## src/rtl/fsm_ctrl_pkg.sv

```systemverilog
// rtl/fsm_ctrl_pkg.sv - shared state encodings, default sizes and helpers for fsm_ctrl
package fsm_ctrl_pkg;

  localparam int DEF_NUM_FIFOS = 8;
  localparam int DEF_UMBRAL_W  = 8;

  localparam logic [2:0] ST_RESET  = 3'b000;
  localparam logic [2:0] ST_INIT   = 3'b001;
  localparam logic [2:0] ST_IDLE   = 3'b010;
  localparam logic [2:0] ST_ERROR  = 3'b011;
  localparam logic [2:0] ST_ACTIVE = 3'b100;

  // Lowest set bit wins; scanning downwards lets the last hit be the lowest index.
  function automatic logic [3:0] lowest_set(input logic [15:0] v);
    logic [3:0] r;
    r = 4'd0;
    for (int i = 15; i >= 0; i--) begin
      if (v[i]) r = 4'(i);
    end
    return r;
  endfunction

endpackage

```

## src/rtl/fsm_ctrl_umbral_cmp.sv

```systemverilog
// rtl/fsm_ctrl_umbral_cmp.sv - per-FIFO threshold comparison with registered almost flags
module umbral_cmp #(
  parameter int UMBRAL_W = 8
) (
  input  logic                clk,
  input  logic                reset_L,
  input  logic                i_en,
  input  logic [UMBRAL_W-1:0] i_occ,
  input  logic [UMBRAL_W-1:0] i_umbral_L,
  input  logic [UMBRAL_W-1:0] i_umbral_H,
  output logic                o_af_next,
  output logic                o_almost_empty,
  output logic                o_almost_full
);

  logic w_af;
  logic w_ae;
  logic r_af;
  logic r_ae;

  assign w_af = i_en && (i_occ >= i_umbral_H);
  assign w_ae = i_en && (i_occ <= i_umbral_L);

  always_ff @(posedge clk or negedge reset_L) begin
    if (!reset_L) begin
      r_af <= 1'b0;
      r_ae <= 1'b0;
    end else begin
      r_af <= w_af;
      r_ae <= w_ae;
    end
  end

  // The unregistered full flag feeds the parent's pause register so both update on the same edge.
  assign o_af_next      = w_af;
  assign o_almost_full  = r_af;
  assign o_almost_empty = r_ae;

endmodule

```

## src/rtl/fsm_ctrl.sv

```systemverilog
// rtl/fsm_ctrl.sv - FIFO monitor controller: config, idle/active/error FSM and backpressure
module fsm_ctrl
  import fsm_ctrl_pkg::*;
#(
  parameter int NUM_FIFOS = DEF_NUM_FIFOS,
  parameter int UMBRAL_W  = DEF_UMBRAL_W
) (
  input  logic                          clk,
  input  logic                          reset_L,
  input  logic                          init,
  input  logic [UMBRAL_W-1:0]           umbral_L,
  input  logic [UMBRAL_W-1:0]           umbral_H,
  input  logic [NUM_FIFOS-1:0]          fifo_empty,
  input  logic [NUM_FIFOS*UMBRAL_W-1:0] fifo_occ,
  input  logic [NUM_FIFOS-1:0]          fifo_error,
  output logic [2:0]                    state,
  output logic [UMBRAL_W-1:0]           umbral_L_out,
  output logic [UMBRAL_W-1:0]           umbral_H_out,
  output logic [NUM_FIFOS-1:0]          almost_empty,
  output logic [NUM_FIFOS-1:0]          almost_full,
  output logic                          pause,
  output logic                          idle_out,
  output logic                          error_out,
  output logic                          cfg_error,
  output logic [3:0]                    err_fifo_id
);

  logic [2:0]           r_state;
  logic [2:0]           w_next;
  logic [UMBRAL_W-1:0]  r_umbral_L;
  logic [UMBRAL_W-1:0]  r_umbral_H;
  logic                 r_cfg_error;
  logic [3:0]           r_err_id;
  logic                 r_pause;
  logic                 w_cmp_en;
  logic [NUM_FIFOS-1:0] w_af_next;
  logic [15:0]          w_err16;

  always_comb begin
    w_next = ST_RESET;
    case (r_state)
      ST_RESET:  w_next = ST_INIT;
      ST_INIT:   w_next = init ? ST_INIT : ST_IDLE;
      ST_IDLE, ST_ACTIVE: begin
        if (|fifo_error)      w_next = ST_ERROR;
        else if (init)        w_next = ST_INIT;
        else if (&fifo_empty) w_next = ST_IDLE;
        else                  w_next = ST_ACTIVE;
      end
      ST_ERROR:  w_next = init ? ST_INIT : ST_ERROR;
      default:   w_next = ST_RESET;
    endcase
  end

  always_comb begin
    w_err16 = '0;
    w_err16[NUM_FIFOS-1:0] = fifo_error;
  end

  always_ff @(posedge clk or negedge reset_L) begin
    if (!reset_L) begin
      r_state <= ST_RESET;
    end else begin
      r_state <= w_next;
    end
  end

  // A rejected request keeps the previous, known-good thresholds in force.
  always_ff @(posedge clk or negedge reset_L) begin
    if (!reset_L) begin
      r_umbral_L  <= '0;
      r_umbral_H  <= '0;
      r_cfg_error <= 1'b0;
    end else if (r_state == ST_INIT && init) begin
      if (umbral_L <= umbral_H) begin
        r_umbral_L  <= umbral_L;
        r_umbral_H  <= umbral_H;
        r_cfg_error <= 1'b0;
      end else begin
        r_cfg_error <= 1'b1;
      end
    end
  end

  always_ff @(posedge clk or negedge reset_L) begin
    if (!reset_L) begin
      r_err_id <= 4'd0;
    end else if (w_next == ST_ERROR && r_state != ST_ERROR) begin
      r_err_id <= lowest_set(w_err16);
    end
  end

  assign w_cmp_en = (r_state == ST_IDLE) || (r_state == ST_ACTIVE);

  for (genvar g = 0; g < NUM_FIFOS; g++) begin : g_cmp
    umbral_cmp #(
      .UMBRAL_W(UMBRAL_W)
    ) u_cmp (
      .clk           (clk),
      .reset_L       (reset_L),
      .i_en          (w_cmp_en),
      .i_occ         (fifo_occ[g*UMBRAL_W +: UMBRAL_W]),
      .i_umbral_L    (r_umbral_L),
      .i_umbral_H    (r_umbral_H),
      .o_af_next     (w_af_next[g]),
      .o_almost_empty(almost_empty[g]),
      .o_almost_full (almost_full[g])
    );
  end

  always_ff @(posedge clk or negedge reset_L) begin
    if (!reset_L) begin
      r_pause <= 1'b0;
    end else begin
      r_pause <= (|w_af_next) || (w_next == ST_ERROR);
    end
  end

  assign state        = r_state;
  assign umbral_L_out = r_umbral_L;
  assign umbral_H_out = r_umbral_H;
  assign cfg_error    = r_cfg_error;
  assign err_fifo_id  = r_err_id;
  assign pause        = r_pause;
  assign idle_out     = (r_state == ST_IDLE);
  assign error_out    = (r_state == ST_ERROR);

endmodule

```

## config.mk

```make
export PLATFORM = sky130hd
export DESIGN_NAME = fsm_ctrl
export DESIGN_NICKNAME = d
export VERILOG_FILES = /design/src/rtl/fsm_ctrl_pkg.sv /design/src/rtl/fsm_ctrl_umbral_cmp.sv /design/src/rtl/fsm_ctrl.sv
export SDC_FILE = /design/constraint.sdc
export NUM_CORES = 1
export LEC_CHECK = 0
export BUFFER_PORTS_ARGS = -buffer_cell sky130_fd_sc_hd__buf_2
export CELL_PAD_IN_SITES_DETAIL_PLACEMENT = 1
export CELL_PAD_IN_SITES_GLOBAL_PLACEMENT = 1
export CORE_UTILIZATION = 30
export DETAILED_ROUTE_END_ITERATION = 8
export GPL_ROUTABILITY_DRIVEN = 0
export PLACE_DENSITY_LB_ADDON = 0.15
export SLEW_MARGIN = 25
export SYNTH_ARGS = -nofsm -noshare
export SYNTH_HDL_FRONTEND = slang
export SYNTH_SLANG_ARGS = --single-unit
```

## constraint.sdc

```tcl
create_clock -name clk -period 4.3 [get_ports clk]
set_input_delay 0.86 -clock clk [delete_from_list [all_inputs] [get_ports clk]]
set_output_delay 0.86 -clock clk [all_outputs]
set_load 0.005 [all_outputs]
```

==> impl_metrics.py, run 1 <==
metrics = {
    "synth": {
        "syn_nets": 774,
        "synth-seq-cells": 40,
        "synth-edff-count": 0,
        "synthCells": 539,
        "ys_types": 42,
        "ys_warn_count": 0,
        "ys.flop_type": "dfrtp_1",
        "async_flop_share_pct": 100.0,
        "syn-mean-instance-area_um2": 8.696,
        "ys_seq_area_share_pct": 21.36,
        "synth_area_um2": 4687,
    },
    "hold_path": {
        "hp-class": "reg -> reg",
    },
    "timing": {
        "rsz0062_at_grt": "false",
        "tns_ns": 0,
        "finClkSkew_ns": 0.003491,
        "fmax_ghz": 0.4008,
        "min_period_ns": 2.495,
        "final-setup-viol-count": 0,
        "slew_viol_final": 0,
        "relSlewSlack_pct": 49.16,
        "finalCritPeriodShare_pct": 58.03,
        "hold_violations": 0,
        "worst_pin_slew_ns": 0.7627,
    },
    "floorplanning": {
        "start_util_pct": 30.83,
        "io_pins": 142,
        "chipWidth_um": 127.0,
        "dieArea_um2": 16130,
        "coreArea_um2": 15200,
        "row_count": 45,
        "die_h_um": 127.0,
    },
    "drt": {
        "wire_per_inst_um": 18.77,
        "totalWireLength_mm": 16.03,
        "vias": 4498,
        "drt_iter0_drc": 66,
        "viasPerCell": 5.267,
        "ant_nets": 0,
        "drtPass1Iterations": 4,
        "post-route-drc-count": 0,
    },
    "finish": {
        "multiInputGateArea_um2": 3348,
        "area_growth_pct": 20.26,
        "mostFrequentLayoutCells": "139 x buf_2, 136 x ha_1, 48 x nand2_1",
        "seq_area_um2": 1001,
        "layout_commonest_cell": "buf_2",
        "drive_gt1_share_pct": 23.49,
        "num-nets-final": 898,
        "fillers": 1849,
        "fin_util_pct": 37.08,
    },
    "critical_path": {
        "critPathLaunchType": "input pin",
        "path_max_fanout": 16,
        "endpoint_kind": "flip-flop",
        "arrival_ns": 2.64,
        "cp.required_ns": 4.45,
        "path_class": "in -> reg",
    },
    "global_routing": {
        "grt-ovfl-total": 0,
        "grtUsageTotal_pct": 20.36,
        "grt_pass1_vias": 4805,
        "grt_pass1_wl_mm": 24.99,
        "grt_start_max_net_pins": 41,
        "antenna_found_initial": 2,
    },
    "power_and_ir_drop": {
        "p_per_area_nw_per_um2": 398.8,
        "power.static_leakage_nw": 3.057,
        "max-vdd-ir-drop_mv": 0.1813,
    },
    "placement": {
        "portBuffers": 140,
        "dpl.hpwl_mm": 12.62,
    },
    "flow_run": {
        "maxCapViolations": 0,
    },
    "cts": {
        "max-clock-path-buffers": 2,
        "clk_pin_slew_ns": 0.06,
        "cts_tree": "built",
        "cts_post_setup_buffers_inserted": 0,
        "cts_root_buf": "clkbuf_16",
        "cts_resized": 0,
        "clkSinkCount": 40,
        "cts_hold_buf": 0,
        "cts_made_buffers": 5,
        "insertion_delay_ns": 0.29,
        "ctsHtreeMaxLevel": 2,
    },
    "status": {
        "status": "complete, no violations",
    },
}
[final timing paths]
check	startpoint	to	slack, ns	cells past startpoint
hold reg to reg	err_fifo_id[0]	err_fifo_id[0]	0.49	2
setup / recovery	umbral_H[1]	umbral_H_out[3]	1.80	9
min in group asynchronous	reset_L	err_fifo_id[1]	0.56	1
setup reg to reg	umbral_H_out[6]	pause	1.86	7
hold / removal	err_fifo_id[0]	err_fifo_id[0]	0.49	2
max in group asynchronous	reset_L	umbral_H_out[0]	3.33	1
[layout make-up]
type	count	area share (%)
Multi-Input combinational cell	430	59.40
Clock inverter	2	0.6215
Inverter	44	2.930
Sequential cell	40	17.76
Antenna cell	2	0.08879
Clock buffer	6	2.286
Tap cell	188	4.173
Timing Repair Buffer	142	12.74
[cells by family (layout without fill, tap and decap cells)]
logic type	after synthesis	count (layout)	share of synthesized area (%)
buffers and inverters	69	194	7.207
AOI/OAI and AO/OA	146	146	19.38
muxes	1	1	0.2402
other	1	3	0.08001
DFF	40	40	21.36
and+or+nand+nor	146	146	15.43
adders and majority gates	136	136	36.31
[layer usage]
layer / vias to the layer above / wire, um / global-route usage [%]
met5: - / 0 / 0
met4: 0 / 248 / 5.252
met3: 19 / 761 / 3.727
met2: 106 / 7799 / 36.10
met1: 2150 / 7218 / 25.33
li1: 2223 / - / -
[cells in the mapped netlist, drive strengths merged, types with 4 or more instances]
master | n | area [um2]
o21ai | 31 | 155.2
nand2b | 7 | 43.79
buf | 22 | 161.4
nor2b | 11 | 68.82
nand3 | 9 | 45.04
a21o | 19 | 142.6
a21boi | 4 | 30.03
dfrtp | 40 | 1001
a21oi | 47 | 235.2
nand4 | 17 | 106.4
a211oi | 5 | 37.54
nor2 | 28 | 105.1
nand2 | 49 | 186.4
inv | 44 | 165.2
o22ai | 16 | 100.1
and3 | 8 | 50.05
ha | 136 | 1702
nor4 | 8 | 65.06
[sequential cells by signal, indices dropped and copies added, names as in the netlist]
register,cells
state,3
err_fifo_id,3
g_cmp.u_cmp.o_almost_full,8
g_cmp.u_cmp.o_almost_empty,8
cfg_error,1
umbral_L_out,8
pause,1
umbral_H_out,8
[critical path, cell delays in order]
cell and delay (ns):
buf_2 0.09, inv_1 0.04, ha_1 0.28, nor2b_1 0.14, o21a_1 0.17, o21a_1 0.16, o21bai_1 0.15, and3_1 0.58
o22ai_1 0.18
[report_power, final]
part / internal (mW) / total, mW / switching (mW)
registers: 0.450 / 0.527 / 0.0765
clock network: 0.273 / 0.436 / 0.162
logic: 0.533 / 1.29 / 0.752
total: 1.26 / 2.25 / 0.991
[stage by stage]
step	total power, mW	cells	worst slack [ns]	hold WS [ns]	area (um2)
after detailed placement	1.830	844	1.509	0.4743	5465
after floorplan	1.334	539	1.960	0.4721	4687
final	2.248	854	1.805	0.4852	5637
after global placement	1.747	844	1.588	0.4653	5465
after global routing	2.487	853	1.632	0.5153	5634
after CTS	2.280	852	1.817	0.4896	5629
Note: power is estimated with default switching activity, not from simulation.
==> inputs of run 2 (changes only) <==
- ABC_AREA: unset -> 1
- clock period: 4.3 -> 2.5 ns (I/O delays scaled with it)
==> run 2 against run 1 <==
  * Wire length up 5.9%
  * Design area up 4.0%
  * Critical path type is now reg -> reg
  * Via count up 6.5%
  * Critical path depth increased by 1
  * Combinational power grew to 2.7 times the previous value
  * Register-to-register slack lost 1.3 ns
  * Highest routed layer unchanged
==> impl_metrics.py, run 2 <==
metrics = {
    "timing": {
        "rsz0062_at_grt": "false",
        "tns_ns": 0,
        "relSlewSlack_pct": 60.47,
        "finalCritPeriodShare_pct": 77.98,
        "final-setup-viol-count": 0,
        "fmax_ghz": 0.5129,
        "min_period_ns": 1.950,
        "finClkSkew_ns": 0.01512,
        "hold_violations": 0,
        "slew_viol_final": 0,
        "worst_slack_ns": 0.5504,
        "worst_pin_slew_ns": 0.5929,
    },
    "finish": {
        "drive_gt1_share_pct": 21.19,
        "antenna_cells": 0,
        "mostFrequentLayoutCells": "155 x nand2_1, 140 x buf_2, 136 x ha_1",
        "area_growth_pct": 21.38,
        "num-nets-final": 1008,
        "fin_cells": 990,
        "layout_commonest_cell": "nand2_1",
    },
    "synth": {
        "syn_nets": 877,
        "syn-mean-instance-area_um2": 7.519,
        "ys.flop_type": "dfrtp_1",
        "synth_top_area_cell": "ha_1",
        "synthCells": 642,
        "ys_seq_area_share_pct": 20.74,
        "synth_area_um2": 4827,
        "ys_warn_count": 0,
        "async_flop_share_pct": 100.0,
        "netlist.area_leader.share_pct": 35.25,
        "yosys-top-cells-count": "155 x nand2_1, 136 x ha_1, 81 x inv_1, 63 x a21oi_1, 46 x nor2_1",
        "synth-seq-cells": 40,
        "synth_top_cells_by_area": "ha_1 35%, dfrtp_1 21%, nand2_1 12%, a21oi_1 6.5%, inv_1 6.3%",
        "synth-edff-count": 0,
        "ys_types": 27,
        "yosysMostFrequentCell": "nand2_1",
    },
    "power_and_ir_drop": {
        "max-vdd-ir-drop_mv": 0.3604,
        "power.static_leakage_nw": 3.390,
        "pwr-share-comb_pct": 65.0,
        "clockPowerShare_pct": 14.9,
        "seq_power_share_pct": 20.1,
        "total_power_mw": 5.436,
        "p_sw_share_pct": 50.28,
        "internal_power_mw": 2.703,
        "switchingPower_mw": 2.733,
        "p_per_area_nw_per_um2": 927.8,
    },
    "cts": {
        "cts_made_buffers": 5,
        "cts_resized": 0,
        "ctsHtreeMaxLevel": 2,
        "clk_pin_slew_ns": 0.08,
        "cts_root_buf": "clkbuf_16",
        "cts_post_setup_buffers_inserted": 0,
        "clkSinkCount": 40,
        "cts_tree": "built",
        "max-clock-path-buffers": 2,
        "cts_hold_buf": 0,
        "insertion_delay_ns": 0.31,
    },
    "drt": {
        "wire_per_inst_um": 17.15,
        "drt_iter0_drc": 118,
        "drtPass1Iterations": 4,
        "viasPerCell": 4.838,
        "totalWireLength_mm": 16.98,
        "ant_nets": 0,
        "vias": 4790,
        "post-route-drc-count": 0,
    },
    "critical_path": {
        "arrival_ns": 2.14,
        "cp_cell_sequence": "inv_1, ha_1, inv_1, o21bai_1, nand2_1, nand2_1, nand2_1, nand3_1, o21ai_0, nand3_1",
        "crit_path_top_delay_cell": "dfrtp_1",
        "path_max_fanout": 8,
        "critPathLaunchType": "flip-flop",
        "path_class": "reg -> reg",
        "cp.required_ns": 2.69,
        "cp_common_cell": "nand2_1",
        "endpoint_kind": "flip-flop",
        "cpPeakStageDelay_ns": 0.40,
    },
    "global_routing": {
        "grt_start_max_net_pins": 25,
        "antenna_found_initial": 0,
        "grt_pass1_vias": 5121,
        "grt_pass1_wl_mm": 26.72,
        "grtUsageTotal_pct": 21.61,
        "grt-ovfl-total": 0,
    },
    "placement": {
        "dpl.hpwl_mm": 13.83,
        "portBuffers": 140,
        "place_inst": 982,
        "dp_slack_ns": 0.5215,
    },
    "floorplanning": {
        "row_count": 46,
        "dieArea_um2": 16600,
        "io_pins": 142,
        "die_h_um": 128.9,
        "chipWidth_um": 128.9,
        "start_util_pct": 30.61,
        "coreArea_um2": 15770,
    },
    "hold_path": {
        "hp-class": "in -> async",
    },
    "status": {
        "status": "complete, no violations",
    },
    "flow_run": {
        "maxCapViolations": 0,
    },
}
run 2: stage by stage:
| step | util [%] | hold slack, ns | instance area [um2] |
|---|---|---|---|
| 2_1_floorplan | - | 0.2044 | 4827 |
| 3_3_place_gp | 36.07 | 0.4768 | 5688 |
| 3_5_place_dp | 36.07 | 0.4804 | 5688 |
| 4_1_cts | 37.15 | 0.1777 | 5859 |
| 5_1_grt | 37.15 | 0.1916 | 5859 |
| 6_report | 37.15 | 0.1641 | 5859 |
run 2: final cells by class:
| cell class | count | area (um2) |
|---|---|---|
| clock inverter | 3 | 46.29 |
| multi-input combinational | 498 | 3367 |
| tap | 216 | 270.3 |
| clock buffer | 5 | 125.1 |
| inverter | 83 | 311.5 |
| sequential | 40 | 1001 |
| timing repair buffer | 145 | 738.2 |
| fill | 2047 | 9911 |
run 2: worst max-delay path, delay by kind of cell, from the launching register on:
kind                       cells  cell delay, ns
and+or+nand+nor                5            0.39
DFF                            1            0.40
AOI/OAI and AO/OA              2            0.28
buffers and inverters          2            0.44
adders and majority gates      1            0.34
run 2: cell families after synthesis:
group | share of synthesized area (%)
AND/OR/NAND/NOR | 22.16
adder cells (fa/ha/maj) | 35.25
AO/OA/AOI/OAI | 12.26
buffers and inverters | 9.513
flip-flops | 20.74
other | 0.07769
run 2: routing by layer:
metal / GRT usage [%] / wire length, um / share of wire (%)
met1: 26.61 / 7652 / 45
met2: 38.22 / 8209 / 48
met3: 4.200 / 768 / 4.5
met4: 5.952 / 346 / 2.0
met5: 0 / 0 / 0
run 2: power groups by stage:
stage               Sequential (mW)  Clock (mW)  Combinational, mW
finish                         1.09       0.807               3.53
global route                   1.14       0.856               4.14
CTS                            1.10       0.828               3.61
detailed placement             1.12           0               3.59
global placement               1.11           0               3.38
floorplan                      1.05           0               2.34
run 2: path summary, 6_finish.rpt:
kind	from	to	slack, ns	cells past startpoint
setup / recovery	umbral_H_out[1]	pause	0.55	10
max in group asynchronous	reset_L	umbral_L_out[1]	1.58	2
setup reg to reg	umbral_H_out[1]	pause	0.55	10
min in group clk	umbral_L[6]	umbral_L_out[6]	0.45	3
hold / removal	reset_L	g_cmp[6].u_cmp.o_almost_empty	0.16	1
hold reg to reg	umbral_H_out[2]	umbral_H_out[2]	0.49	2
